===== src/rtl/texture_arbiter_if.sv =====
// Requester/BROM bundle for texture_arbiter.
// The slave modport is the arbiter side; master is the lanes plus texture BROM side.
interface texture_arbiter_if #(
    parameter int NUM_REQ    = 2,
    parameter int ADDR_WIDTH = 14,
    parameter int DATA_WIDTH = 16
);
    logic [NUM_REQ-1:0]            req_valid_in;
    logic [NUM_REQ*ADDR_WIDTH-1:0] req_addr_in;
    logic [NUM_REQ-1:0]            req_ready_out;
    logic [NUM_REQ-1:0]            resp_valid_out;
    logic [DATA_WIDTH-1:0]         resp_data_out;
    logic                          busy_out;
    logic [ADDR_WIDTH-1:0]         mem_addr_out;
    logic [DATA_WIDTH-1:0]         mem_data_in;

    modport slave (
        input  req_valid_in,
        input  req_addr_in,
        input  mem_data_in,
        output req_ready_out,
        output resp_valid_out,
        output resp_data_out,
        output busy_out,
        output mem_addr_out
    );

    modport master (
        output req_valid_in,
        output req_addr_in,
        output mem_data_in,
        input  req_ready_out,
        input  resp_valid_out,
        input  resp_data_out,
        input  busy_out,
        input  mem_addr_out
    );
endinterface


===== src/rtl/texture_arbiter.sv =====
// Shares one single-port texture BROM between NUM_REQ raycast lanes, routing texels back by tag.
// TEXTURE_ARBITER_ROUND_ROBIN_EN selects round-robin arbitration; otherwise lane 0 has fixed priority.
module texture_arbiter #(
    parameter int NUM_REQ      = 2,
    parameter int ADDR_WIDTH   = 14,
    parameter int DATA_WIDTH   = 16,
    parameter int READ_LATENCY = 2
) (
    input  logic             pixel_clk_in,
    input  logic             rst_in,
    texture_arbiter_if.slave tex
);
    localparam int IDX_W = (NUM_REQ > 1) ? $clog2(NUM_REQ) : 1;

    logic                    grant_any;
    logic [IDX_W-1:0]        grant_idx;
    logic [ADDR_WIDTH-1:0]   grant_addr;
    logic [ADDR_WIDTH-1:0]   addr_q;
    logic [READ_LATENCY-1:0] tag_valid;
    logic [IDX_W-1:0]        tag_idx [READ_LATENCY];

`ifdef TEXTURE_ARBITER_ROUND_ROBIN_EN
    logic [IDX_W-1:0]   rr_ptr;
    logic [NUM_REQ-1:0] rot_valid;

    // Rotate so bit 0 is the lane at rr_ptr, then take the first set bit.
    always_comb begin
        int lane;
        grant_any = 1'b0;
        grant_idx = '0;
        lane      = 0;
        rot_valid = NUM_REQ'({tex.req_valid_in, tex.req_valid_in} >> rr_ptr);
        for (int i = 0; i < NUM_REQ; i++) begin
            if (!grant_any && rot_valid[i]) begin
                lane = int'(rr_ptr) + i;
                if (lane >= NUM_REQ) begin
                    lane = lane - NUM_REQ;
                end
                grant_any = 1'b1;
                grant_idx = IDX_W'(lane);
            end
        end
        if (rst_in) begin
            grant_any = 1'b0;
        end
    end

    always_ff @(posedge pixel_clk_in) begin
        if (rst_in) begin
            rr_ptr <= '0;
        end else if (grant_any) begin
            rr_ptr <= (grant_idx == IDX_W'(NUM_REQ - 1)) ? '0 : grant_idx + 1'b1;
        end
    end
`else
    always_comb begin
        grant_any = 1'b0;
        grant_idx = '0;
        for (int i = NUM_REQ - 1; i >= 0; i--) begin
            if (tex.req_valid_in[i]) begin
                grant_any = 1'b1;
                grant_idx = IDX_W'(i);
            end
        end
        if (rst_in) begin
            grant_any = 1'b0;
        end
    end
`endif

    always_comb begin
        grant_addr = '0;
        for (int k = 0; k < NUM_REQ; k++) begin
            if (grant_idx == IDX_W'(k)) begin
                grant_addr = tex.req_addr_in[k*ADDR_WIDTH +: ADDR_WIDTH];
            end
        end
    end

    // Tag pipeline mirrors the BROM latency so the last stage lines up with mem_data_in.
    always_ff @(posedge pixel_clk_in) begin
        if (rst_in) begin
            addr_q    <= '0;
            tag_valid <= '0;
            for (int s = 0; s < READ_LATENCY; s++) begin
                tag_idx[s] <= '0;
            end
        end else begin
            if (grant_any) begin
                addr_q <= grant_addr;
            end
            tag_valid[0] <= grant_any;
            tag_idx[0]   <= grant_idx;
            for (int s = 1; s < READ_LATENCY; s++) begin
                tag_valid[s] <= tag_valid[s-1];
                tag_idx[s]   <= tag_idx[s-1];
            end
        end
    end

    always_comb begin
        tex.req_ready_out = '0;
        if (grant_any) begin
            tex.req_ready_out[grant_idx] = 1'b1;
        end
    end

    always_comb begin
        tex.resp_valid_out = '0;
        if (tag_valid[READ_LATENCY-1]) begin
            tex.resp_valid_out[tag_idx[READ_LATENCY-1]] = 1'b1;
        end
    end

    // Address goes out combinationally on the grant cycle so the BROM latency starts immediately.
    assign tex.mem_addr_out  = grant_any ? grant_addr : addr_q;
    assign tex.resp_data_out = tex.mem_data_in;
    assign tex.busy_out      = |tag_valid;
endmodule


===== src/flat_wrapper.sv =====
// flat-port wrapper written by rule: the top's interface ports become plain ports
module texture_arbiter_flat 
#(
    parameter int NUM_REQ      = 2,
    parameter int ADDR_WIDTH   = 14,
    parameter int DATA_WIDTH   = 16,
    parameter int READ_LATENCY = 2
)
  (pixel_clk_in, rst_in, tex_req_valid_in, tex_req_addr_in, tex_mem_data_in, tex_req_ready_out, tex_resp_valid_out, tex_resp_data_out, tex_busy_out, tex_mem_addr_out);
  texture_arbiter_if #(.NUM_REQ(NUM_REQ), .ADDR_WIDTH(ADDR_WIDTH), .DATA_WIDTH(DATA_WIDTH)) tex_i ();
  input  logic pixel_clk_in;
  input  logic rst_in;
  input wire logic [$bits(tex_i.req_valid_in)-1:0] tex_req_valid_in;
  input wire logic [$bits(tex_i.req_addr_in)-1:0] tex_req_addr_in;
  input wire logic [$bits(tex_i.mem_data_in)-1:0] tex_mem_data_in;
  output wire logic [$bits(tex_i.req_ready_out)-1:0] tex_req_ready_out;
  output wire logic [$bits(tex_i.resp_valid_out)-1:0] tex_resp_valid_out;
  output wire logic [$bits(tex_i.resp_data_out)-1:0] tex_resp_data_out;
  output wire logic [$bits(tex_i.busy_out)-1:0] tex_busy_out;
  output wire logic [$bits(tex_i.mem_addr_out)-1:0] tex_mem_addr_out;
  assign tex_i.req_valid_in = tex_req_valid_in;
  assign tex_i.req_addr_in = tex_req_addr_in;
  assign tex_i.mem_data_in = tex_mem_data_in;
  assign tex_req_ready_out = tex_i.req_ready_out;
  assign tex_resp_valid_out = tex_i.resp_valid_out;
  assign tex_resp_data_out = tex_i.resp_data_out;
  assign tex_busy_out = tex_i.busy_out;
  assign tex_mem_addr_out = tex_i.mem_addr_out;
  texture_arbiter #(.NUM_REQ(NUM_REQ), .ADDR_WIDTH(ADDR_WIDTH), .DATA_WIDTH(DATA_WIDTH), .READ_LATENCY(READ_LATENCY)) u_core (.pixel_clk_in(pixel_clk_in), .rst_in(rst_in), .tex(tex_i));
endmodule

===== config.mk =====
export PLATFORM = sky130hd
export DESIGN_NAME = texture_arbiter_flat
export DESIGN_NICKNAME = d
export VERILOG_FILES = /design/src/rtl/texture_arbiter_if.sv /design/src/rtl/texture_arbiter.sv /design/src/flat_wrapper.sv
export SDC_FILE = /design/constraint.sdc
export NUM_CORES = 1
export LEC_CHECK = 0
export BUFFER_PORTS_ARGS = -buffer_cell sky130_fd_sc_hd__buf_2
export CORE_ASPECT_RATIO = 0.7
export CORE_MARGIN = 2
export CORE_UTILIZATION = 33
export DETAILED_ROUTE_END_ITERATION = 8
export HOLD_SLACK_MARGIN = 0.15
export MAX_ROUTING_LAYER = met4
export SYNTH_ARGS = -nofsm -noshare
export SYNTH_HDL_FRONTEND = slang
export SYNTH_SLANG_ARGS = --single-unit
export TNS_END_PERCENT = 50

===== constraint.sdc =====
create_clock -name pixel_clk_in -period 2.8 [get_ports pixel_clk_in]
set_input_delay 0.56 -clock pixel_clk_in [delete_from_list [all_inputs] [get_ports pixel_clk_in]]
set_output_delay 0.56 -clock pixel_clk_in [all_outputs]
set_load 0.01 [all_outputs]

==> flow_metrics.py, run 1 <==
metrics = {
    "run_status": {
        "status": "completed",
    },
    "routing": {
        "viasPerCell": 5.28,
        "drt_first_pass_iters": 4,
        "drc": 0,
        "totalWireLength_um": 3200,
        "routed-via-count": 1104,
        "drt_iter0_drc": 45,
        "ant_nets": 0,
        "wire_per_inst_um": 15.3,
    },
    "clock_network": {
        "post_cts_buffers": 0,
        "clkLatencyLatePin_ns": 0.25,
        "htree_num_levels": 1,
        "post_cts_resized": 0,
        "cts_tree": "built",
        "cts_sinks": 18,
        "numCtsBuffers": 3,
        "cts.clk_slew.worst_paths_ns": 0.07,
        "hold_buffers": 0,
        "clockBufferDepth": 2,
        "root_buffer": "clkbuf_8",
    },
    "power": {
        "peakVddDrop_mv": 0.173,
        "p_total_mw": 0.672,
        "p_leak_nw": 0.699,
        "pwr_density_cell_mw_per_mm2": 443,
    },
    "finish": {
        "nFillCells": 389,
        "n_antenna_cell": 0,
        "area_growth_pct": 14.8,
        "layout-drive-gt1-share_pct": 45.9,
        "fin_cells": 209,
        "layout.nets": 206,
    },
    "sta": {
        "finalSetupTns_ns": 0,
        "rsz0062_at_grt": "false",
        "final-setup-viol-count": 0,
        "hold_viol": 0,
        "post-route-period-util_pct": 83.4,
        "tightest_slew_ns": 0.733,
        "finalCriticalPeriod_ns": 2.33,
        "fmax_mhz": 428,
        "clock_skew_ns": 0.0000792,
        "maxSlewViolCount": 0,
        "max_slew_margin_pct": 51.1,
    },
    "place": {
        "numPortBuffers": 50,
        "hpwl_um": 2280,
        "place_inst": 205,
        "gp_congestion": 0.714,
    },
    "yosys": {
        "synth_top_area_cell": "dfxtp_1",
        "syn-num-nets": 175,
        "synth_seq_cells": 18,
        "synth_top_area_share_pct": 27.3,
        "yosys_warnings": 0,
        "syn_avg_cell_area_um2": 10.4,
        "seq_area_frac_synth_pct": 27.3,
        "syn_area_mm2": 0.00132,
        "synth_cells": 127,
        "synth_cell_types": 18,
        "ys_top_cells_by_area": "dfxtp_1 27%, buf_4 12%, a221o_1 11%",
    },
    "floorplan": {
        "fp.dieW_um": 79.6,
        "dieArea_mm2": 0.00453,
        "io_pins": 83,
        "coreArea_mm2": 0.00387,
        "start_util_pct": 34.1,
        "die_h_um": 56.9,
        "fp-row-count": 19,
    },
    "worst_hold_path": {
        "hold_path.class": "register to register",
    },
    "job": {
        "drv_cap": 0,
    },
    "critical_path": {
        "critPathLaunchType": "primary input",
        "worstPathRequired_ns": 2.24,
        "endpoint_kind": "output port",
        "crit_arrival_ns": 1.77,
        "setup.worst_path.class": "primary input to output port",
        "worstPathMaxFanout": 15,
    },
    "grt": {
        "groute.usage.overall_pct": 15.5,
        "grt_pass1_wl_um": 5420,
        "grt_max_degree": 24,
        "grt_pass1_vias": 1161,
        "overflow": 0,
        "antenna_found_initial": 0,
    },
}
==> flip-flops by register name, summed over array words and instances, names as in the netlist <==
signal	cells
u_core.addr_q	14
u_core.tag_idx	2
u_core.tag_valid	2
==> Yosys cell counts <==
master	n
buf_4	21
dfxtp_1	18
nor2b_1	17
a221o_1	14
mux2i_1	14
a211oi_2	10
and4bb_1	7
nor4bb_1	7
buf_2	5
a211oi_1	4
buf_6	2
nor3b_1	2
and2_1	1
and2b_4	1
inv_1	1
inv_2	1
o21bai_2	1
or2_2	1
==> report_power, final <==
part / leakage (nW) / total, mW / switching, mW / internal (mW)
Combinational: 0.520 / 0.176 / 0.0890 / 0.0875
Clock: 0.0288 / 0.213 / 0.0884 / 0.125
Sequential: 0.150 / 0.283 / 0.00864 / 0.274
==> cell families after synthesis <==
| kind of cell | Yosys count | share of synthesized area [%] |
|---|---|---|
| DFF | 18 | 27.3 |
| muxes | 14 | 10.6 |
| and+or+nand+nor | 36 | 22.8 |
| buffers and inverters | 30 | 16.1 |
| AOI/OAI and AO/OA | 29 | 23.2 |
==> cells in the final DEF, fill, tap and decap left out <==
master and instances:
buf_2 50, nor3b_1 2, nor4bb_1 7, o21bai_2 1, dfxtp_1 18, a221o_1 14, and2_1 1, buf_4 4
and2b_4 1, a211oi_1 4, or2_2 1, inv_1 1, and4bb_1 7, mux2i_1 14, clkbuf_8 4, inv_2 1
nor2b_1 17, a211oi_2 10
==> final cells by class <==
| class | count | area, um2 | area share (%) |
|---|---|---|---|
| Multi-Input combinational cell | 79 | 748 | 49.3 |
| Sequential cell | 18 | 360 | 23.8 |
| Timing Repair Buffer | 54 | 280 | 18.5 |
| Tap cell | 52 | 65.1 | 4.29 |
| Clock buffer | 4 | 55.1 | 3.63 |
| Inverter | 2 | 7.51 | 0.495 |
==> per-stage QoR <==
stage	cell area (um2)	setup WS (ns)	hold slack [ns]	utilization, %
5_1_grt	1520	0.347	0.463	39.1
4_1_cts	1520	0.458	0.444	39.1
3_3_place_gp	1460	0.491	0.434	37.7
2_1_floorplan	1320	0.945	0.414	-
6_report	1520	0.466	0.437	39.1
3_5_place_dp	1460	0.464	0.427	37.7
==> path summary, 6_finish.rpt <==
check	depth (start not counted)	start	slack, ns	end
setup reg to reg	2	u_core.addr_q[12]	2.07	u_core.addr_q[12]
hold reg to reg	1	u_core.tag_idx[0][0]	0.44	u_core.tag_idx[0][1]
setup / recovery	4	tex_req_valid_in[1]	0.47	tex_mem_addr_out[11]
hold / removal	1	u_core.tag_idx[0][0]	0.44	u_core.tag_idx[0][1]
==> critical path: stages <==
cell      delay [ns]
buf_2           0.18
o21bai_2        0.60
a221o_1         0.28
buf_2           0.14
==> routing by layer <==
layer  wire (um)  global-route usage (%)
met1        1450                    19.1
met2        1420                    24.5
met3         280                    4.91
met4          39                    4.93
met5           0                       -
(Power assumes the default switching activity.)
==> inputs of run 2 (changes only) <==
- ABC_AREA: not set -> 1
- PLACE_DENSITY: not set -> 0.67
- clock period: 2.8 -> 2.3 ns (I/O delays scaled with it)
==> run 2 against run 1 <==
  * Combinational power rose by 22%
  * Global-route usage fell by 1.7 points
  * Clock-buffer cell count decreased by 1
  * Final cell count up 21%
  * Critical path depth is 4 higher
  * Sequential share of layout area grew 2.8 points
  * Power rose by 15%
  * Clock power rose by 2%
  * Setup slack worse by 0.072 ns
  * Sequential power rose by 20%
  * Critical path type unchanged
  * Critical endpoint is now tex_mem_addr_out[7]
  * Largest power group unchanged
==> flow_metrics.py, run 2 <==
metrics = {
    "place": {
        "dp_slack_ns": 0.384,
        "placed_area_mm2": 0.00132,
        "numPortBuffers": 50,
        "hpwl_um": 1880,
        "place_inst": 249,
        "gp_congestion": 0.729,
    },
    "critical_path": {
        "slowest_stage": "inv_2",
        "rr_startpoint": "u_core.addr_q[5]",
        "r2r-end": "u_core.addr_q[5]",
        "startpoint": "tex_req_valid_in[0]",
        "crit_arrival_ns": 1.45,
        "cp_common_cell": "buf_2",
        "endpoint_kind": "output port",
        "regToRegSetupSlack_ns": 1.66,
        "setup.worst_path.class": "primary input to output port",
        "worstPathMaxFanout": 16,
        "critPathLaunchType": "primary input",
        "path_cells": "buf_2 > inv_2 > nand2_4 > nand2_1 > nand3_1 > nand2_2 > inv_1 > buf_2",
        "reg2reg_depth": 4,
        "cp_slowest_stage_delay_ns": 0.23,
        "worstPathRequired_ns": 1.84,
    },
    "worst_hold_path": {
        "whs_path_depth": 2,
        "hold_path.class": "register to register",
        "worstHoldStart": "u_core.tag_idx[0][0]",
        "min_to": "u_core.tag_idx[0][1]",
    },
    "routing": {
        "routed-via-count": 1009,
        "drt_iter0_drc": 30,
        "viasPerCell": 4.00,
        "drc": 0,
        "totalWireLength_um": 2430,
        "wire_per_inst_um": 9.65,
        "drt_first_pass_iters": 4,
        "ant_nets": 0,
    },
    "power": {
        "peakVddDrop_mv": 0.241,
        "p_total_mw": 0.773,
        "p_leak_nw": 0.782,
        "pwr_density_cell_mw_per_mm2": 569,
    },
    "yosys": {
        "synth.most_common_cell": "inv_1",
        "synth_top_area_cell": "dfxtp_1",
        "syn-num-nets": 219,
        "syn_area_mm2": 0.00117,
        "ys_top_cells_by_area": "dfxtp_1 31%, buf_4 13%, nand3_1 12%",
        "synth_cell_types": 15,
        "synth_cells": 171,
        "synthArstFlopShare_pct": 0,
        "ys.flop_type": "dfxtp_1",
        "synth_common_cells": "32 x inv_1, 28 x nand3_1, 24 x nand2_1, 20 x buf_4, 20 x nand2_2",
        "synth_seq_cells": 18,
        "syn_avg_cell_area_um2": 6.85,
        "synth_edf_count": 0,
        "seq_area_frac_synth_pct": 30.8,
        "synth_top_area_share_pct": 30.8,
        "yosys_warnings": 0,
    },
    "sta": {
        "holdWs_ns": 0.400,
        "final-setup-viol-count": 0,
        "tightest_slew_ns": 0.288,
        "setup_ws_ns": 0.394,
        "fmax_mhz": 525,
        "clock_skew_ns": 0.00257,
        "max_slew_margin_pct": 80.8,
        "maxSlewViolCount": 0,
        "post-route-period-util_pct": 82.9,
        "rsz0062_at_grt": "false",
        "hold_viol": 0,
        "finalSetupTns_ns": 0,
        "finalCriticalPeriod_ns": 1.91,
    },
    "finish": {
        "largest_registers": "u_core.addr_q: 14 flops, u_core.tag_idx: 2 flops, u_core.tag_valid: 2 flops",
        "final_common_cell": "buf_2",
        "n_antenna_cell": 0,
        "layout.nets": 252,
        "regMostFlops": "u_core.addr_q",
        "largest_reg_flops": 14,
        "layout-drive-gt1-share_pct": 44.6,
        "final_cell_mix": "50 x buf_2, 32 x inv_1, 28 x nand3_1",
        "final_util_pct": 39.1,
        "final_cell_area_mm2": 0.00136,
        "area_growth_pct": 15.9,
        "fin_cells": 252,
    },
    "grt": {
        "antenna_found_initial": 0,
        "grt_pass1_wl_um": 3930,
        "overflow": 0,
        "grt_pass1_vias": 863,
        "groute.usage.overall_pct": 13.8,
        "grt_max_degree": 20,
    },
    "clock_network": {
        "cts_sinks": 18,
        "post_cts_buffers": 0,
        "htree_num_levels": 1,
        "cts.clk_slew.worst_paths_ns": 0.07,
        "root_buffer": "clkbuf_8",
        "hold_buffers": 0,
        "cts_tree": "built",
        "clockBufferDepth": 2,
        "numCtsBuffers": 3,
        "post_cts_resized": 0,
        "clkLatencyLatePin_ns": 0.25,
    },
    "run_status": {
        "status": "completed",
    },
    "floorplan": {
        "fp-row-count": 18,
        "fp.dieW_um": 75.2,
        "start_util_pct": 33.8,
        "coreArea_mm2": 0.00347,
        "dieArea_mm2": 0.00405,
        "die_h_um": 53.8,
        "io_pins": 83,
    },
    "job": {
        "drv_cap": 0,
    },
}
[run 2: worst max-delay path by stage]
stage	endpoint	slack [ns]
6_report	tex_mem_addr_out[7]	0.39
2_1_floorplan	tex_mem_addr_out[0]	0.69
4_1_cts	tex_mem_addr_out[7]	0.38
3_5_place_dp	tex_mem_addr_out[7]	0.38
3_3_place_gp	tex_mem_addr_out[7]	0.41
5_1_grt	tex_mem_addr_out[8]	0.26
[run 2: critical path, delay by kind of cell]
family / cells / cell delay [ns]
buffers and inverters: 4 / 0.52
AND/OR/NAND/NOR: 4 / 0.47
[run 2: layout make-up]
cell class	count	area, um2
tap	50	62.6
clock buffer	3	41.3
inverter	34	130
timing repair buffer	52	265
sequential	18	360
fill	396	2110
multi-input combinational	95	498
[run 2: kinds of logic after synthesis]
kind of cell	count (synthesis)	share of synthesized area, %
buf+inv	58	26.7
flops	18	30.8
simple gates	95	42.5
[run 2: per-layer routing]
layer	global-route usage, %	share of wire (%)	vias to the layer above
li1	-	-	551
met1	16.9	47	427
met2	20.6	46	24
met3	5.24	5.7	7
met4	5.56	1.5	0
met5	-	0	-
[run 2: where the power goes]
| group | total [mW] | internal [mW] | switching [mW] |
|---|---|---|---|
| combinational | 0.215 | 0.0873 | 0.127 |
| clock | 0.218 | 0.116 | 0.102 |
| sequential | 0.340 | 0.334 | 0.00527 |
==> inputs of run 3 (changes only) <==
- ABC_AREA: 1 -> 0
- clock period: 2.3 -> 1.5 ns (I/O delays scaled with it)
==> run 3 against run 2 <==
  * Combinational power grew 93%
  * The run now ends with setup timing left
  * Clock-buffer cell count is the same
  * Die area grew 12%
  * Critical endpoint is now tex_mem_addr_out[8]
  * Clock power grew 54%
  * Clock skew shrank 0.0024 ns
==> flow_metrics.py, run 3 (synthesis gave the netlist of run 1 again) <==
metrics = {
    "run_status": {
        "status": "finished, violations left",
        "violations": "setup timing",
    },
    "clock_network": {
        "cts_sinks": 18,
        "clockBufferDepth": 2,
        "cts.clk_slew.worst_paths_ns": 0.07,
        "numCtsBuffers": 3,
        "cts_tree": "built",
        "htree_num_levels": 1,
        "hold_buffers": 0,
        "clkLatencyLatePin_ns": 0.24,
        "root_buffer": "clkbuf_8",
    },
    "sta": {
        "clock_skew_ns": 0.000139,
        "post-route-period-util_pct": 101,
        "final-setup-viol-count": 3,
        "setup_ws_ns": -0.0222,
        "fmax_mhz": 657,
        "max_slew_margin_pct": 76.8,
        "rsz0062_at_grt": "true",
        "finalCriticalPeriod_ns": 1.52,
        "maxSlewViolCount": 0,
        "hold_viol": 0,
        "holdWs_ns": 0.304,
        "finalSetupTns_ns": -0.0416,
        "tightest_slew_ns": 0.348,
    },
    "grt": {
        "overflow": 0,
        "antenna_found_initial": 0,
        "grt_pass1_vias": 1111,
        "grt_max_degree": 17,
        "grt_pass1_wl_um": 5510,
        "groute.usage.overall_pct": 15.8,
    },
    "floorplan": {
        "die_h_um": 56.9,
        "coreArea_mm2": 0.00387,
        "fp.dieW_um": 79.6,
        "io_pins": 83,
        "dieArea_mm2": 0.00453,
        "start_util_pct": 34.1,
        "fp-row-count": 19,
    },
    "routing": {
        "ant_nets": 0,
        "routed-via-count": 1169,
        "drt_iter0_drc": 80,
        "drc": 0,
        "wire_per_inst_um": 14.9,
        "totalWireLength_um": 3360,
        "drt_first_pass_iters": 4,
        "viasPerCell": 5.17,
    },
    "critical_path": {
        "worstPathRequired_ns": 1.20,
        "crit_arrival_ns": 1.22,
        "endpoint_kind": "output port",
        "critPathLaunchType": "primary input",
        "setup.worst_path.class": "primary input to output port",
        "worstPathMaxFanout": 5,
    },
    "finish": {
        "final_util_pct": 45.9,
        "layout.nets": 224,
        "n_antenna_cell": 0,
        "final_common_cell": "buf_2",
        "area_growth_pct": 34.5,
        "largest_registers": "u_core.addr_q: 14 flops, u_core.tag_idx: 2 flops, u_core.tag_valid: 2 flops",
        "layout-drive-gt1-share_pct": 53.4,
        "final_cell_area_mm2": 0.00178,
        "largest_reg_flops": 14,
        "regMostFlops": "u_core.addr_q",
        "final_cell_mix": "47 x buf_2, 18 x dfxtp_1, 17 x nor2b_1",
    },
    "job": {
        "drv_cap": 0,
    },
    "power": {
        "pwr_density_cell_mw_per_mm2": 719,
        "p_total_mw": 1.28,
        "p_leak_nw": 0.831,
        "peakVddDrop_mv": 0.348,
    },
    "place": {
        "placed_area_mm2": 0.00157,
        "numPortBuffers": 50,
        "gp_congestion": 0.785,
        "hpwl_um": 2360,
    },
    "worst_hold_path": {
        "hold_path.class": "primary input to register",
    },
}
==> run 3: cell count changes in the layout (fill, tap and decap cells not counted), sizes merged, moves of 17 or more <==
| cell | previous run | this run |
|---|---|---|
| nand2 | 45 | 0 |
| inv | 34 | 2 |
| nor2 | 22 | 0 |
| nand3 | 28 | 0 |
| buf | 52 | 71 |
| nor2b | 0 | 17 |
==> run 3: what timing repair did <==
item | CTS | global route
resized for setup | 13 | 9
setup endpoints to repair | 14 | 15
gates cloned | 2 | 0
pin swaps | 13 | 1
setup buffers | 1 | 4
==> run 3: critical path, cell delays in order <==
cell and delay, ns:
buf_8 0.10, o21bai_4 0.19, buf_6 0.15, a221o_1 0.32, buf_2 0.15
==> run 3: per-stage QoR <==
step,setup slack (ns),instances
6_report,-0.0222,226
5_1_grt,-0.0399,226
4_1_cts,0.00393,222
3_5_place_dp,-0.0849,216
3_3_place_gp,-0.0797,216
2_1_floorplan,0.165,127
==> run 3: cell type report <==
cell class                 instances  area [um2]
fill                             393        2100
sequential                        18         360
inverter                           2        7.51
tap                               52        65.1
clock buffer                       3        41.3
multi-input combinational         79         788
timing repair buffer              72         514
==> run 3: layer usage <==
layer	global-route usage, %	vias up	part of all wire, %	routed length [um]
li1	-	573	-	-
met1	22.5	552	50	1660
met2	22.6	38	43	1460
met3	5.22	6	6.5	220
met4	1.72	0	0.57	19
met5	-	-	0	0
==> run 3: worst paths after layout <==
| check | from | to | slack [ns] | depth (start not counted) |
|---|---|---|---|---|
| min reg2reg | u_core.tag_idx[0][0] | u_core.tag_idx[0][1] | 0.44 | 1 |
| max | rst_in | tex_mem_addr_out[8] | -0.02 | 5 |
| min | rst_in | u_core.addr_q[6] | 0.30 | 3 |
| max reg2reg | u_core.addr_q[8] | u_core.addr_q[8] | 0.78 | 2 |
==> run 3: power breakdown <==
part           internal, mW  switching, mW  leakage, nW
logic                 0.229          0.184        0.660
registers             0.512         0.0175        0.150
clock network         0.178          0.157       0.0216
total                 0.919          0.358        0.831
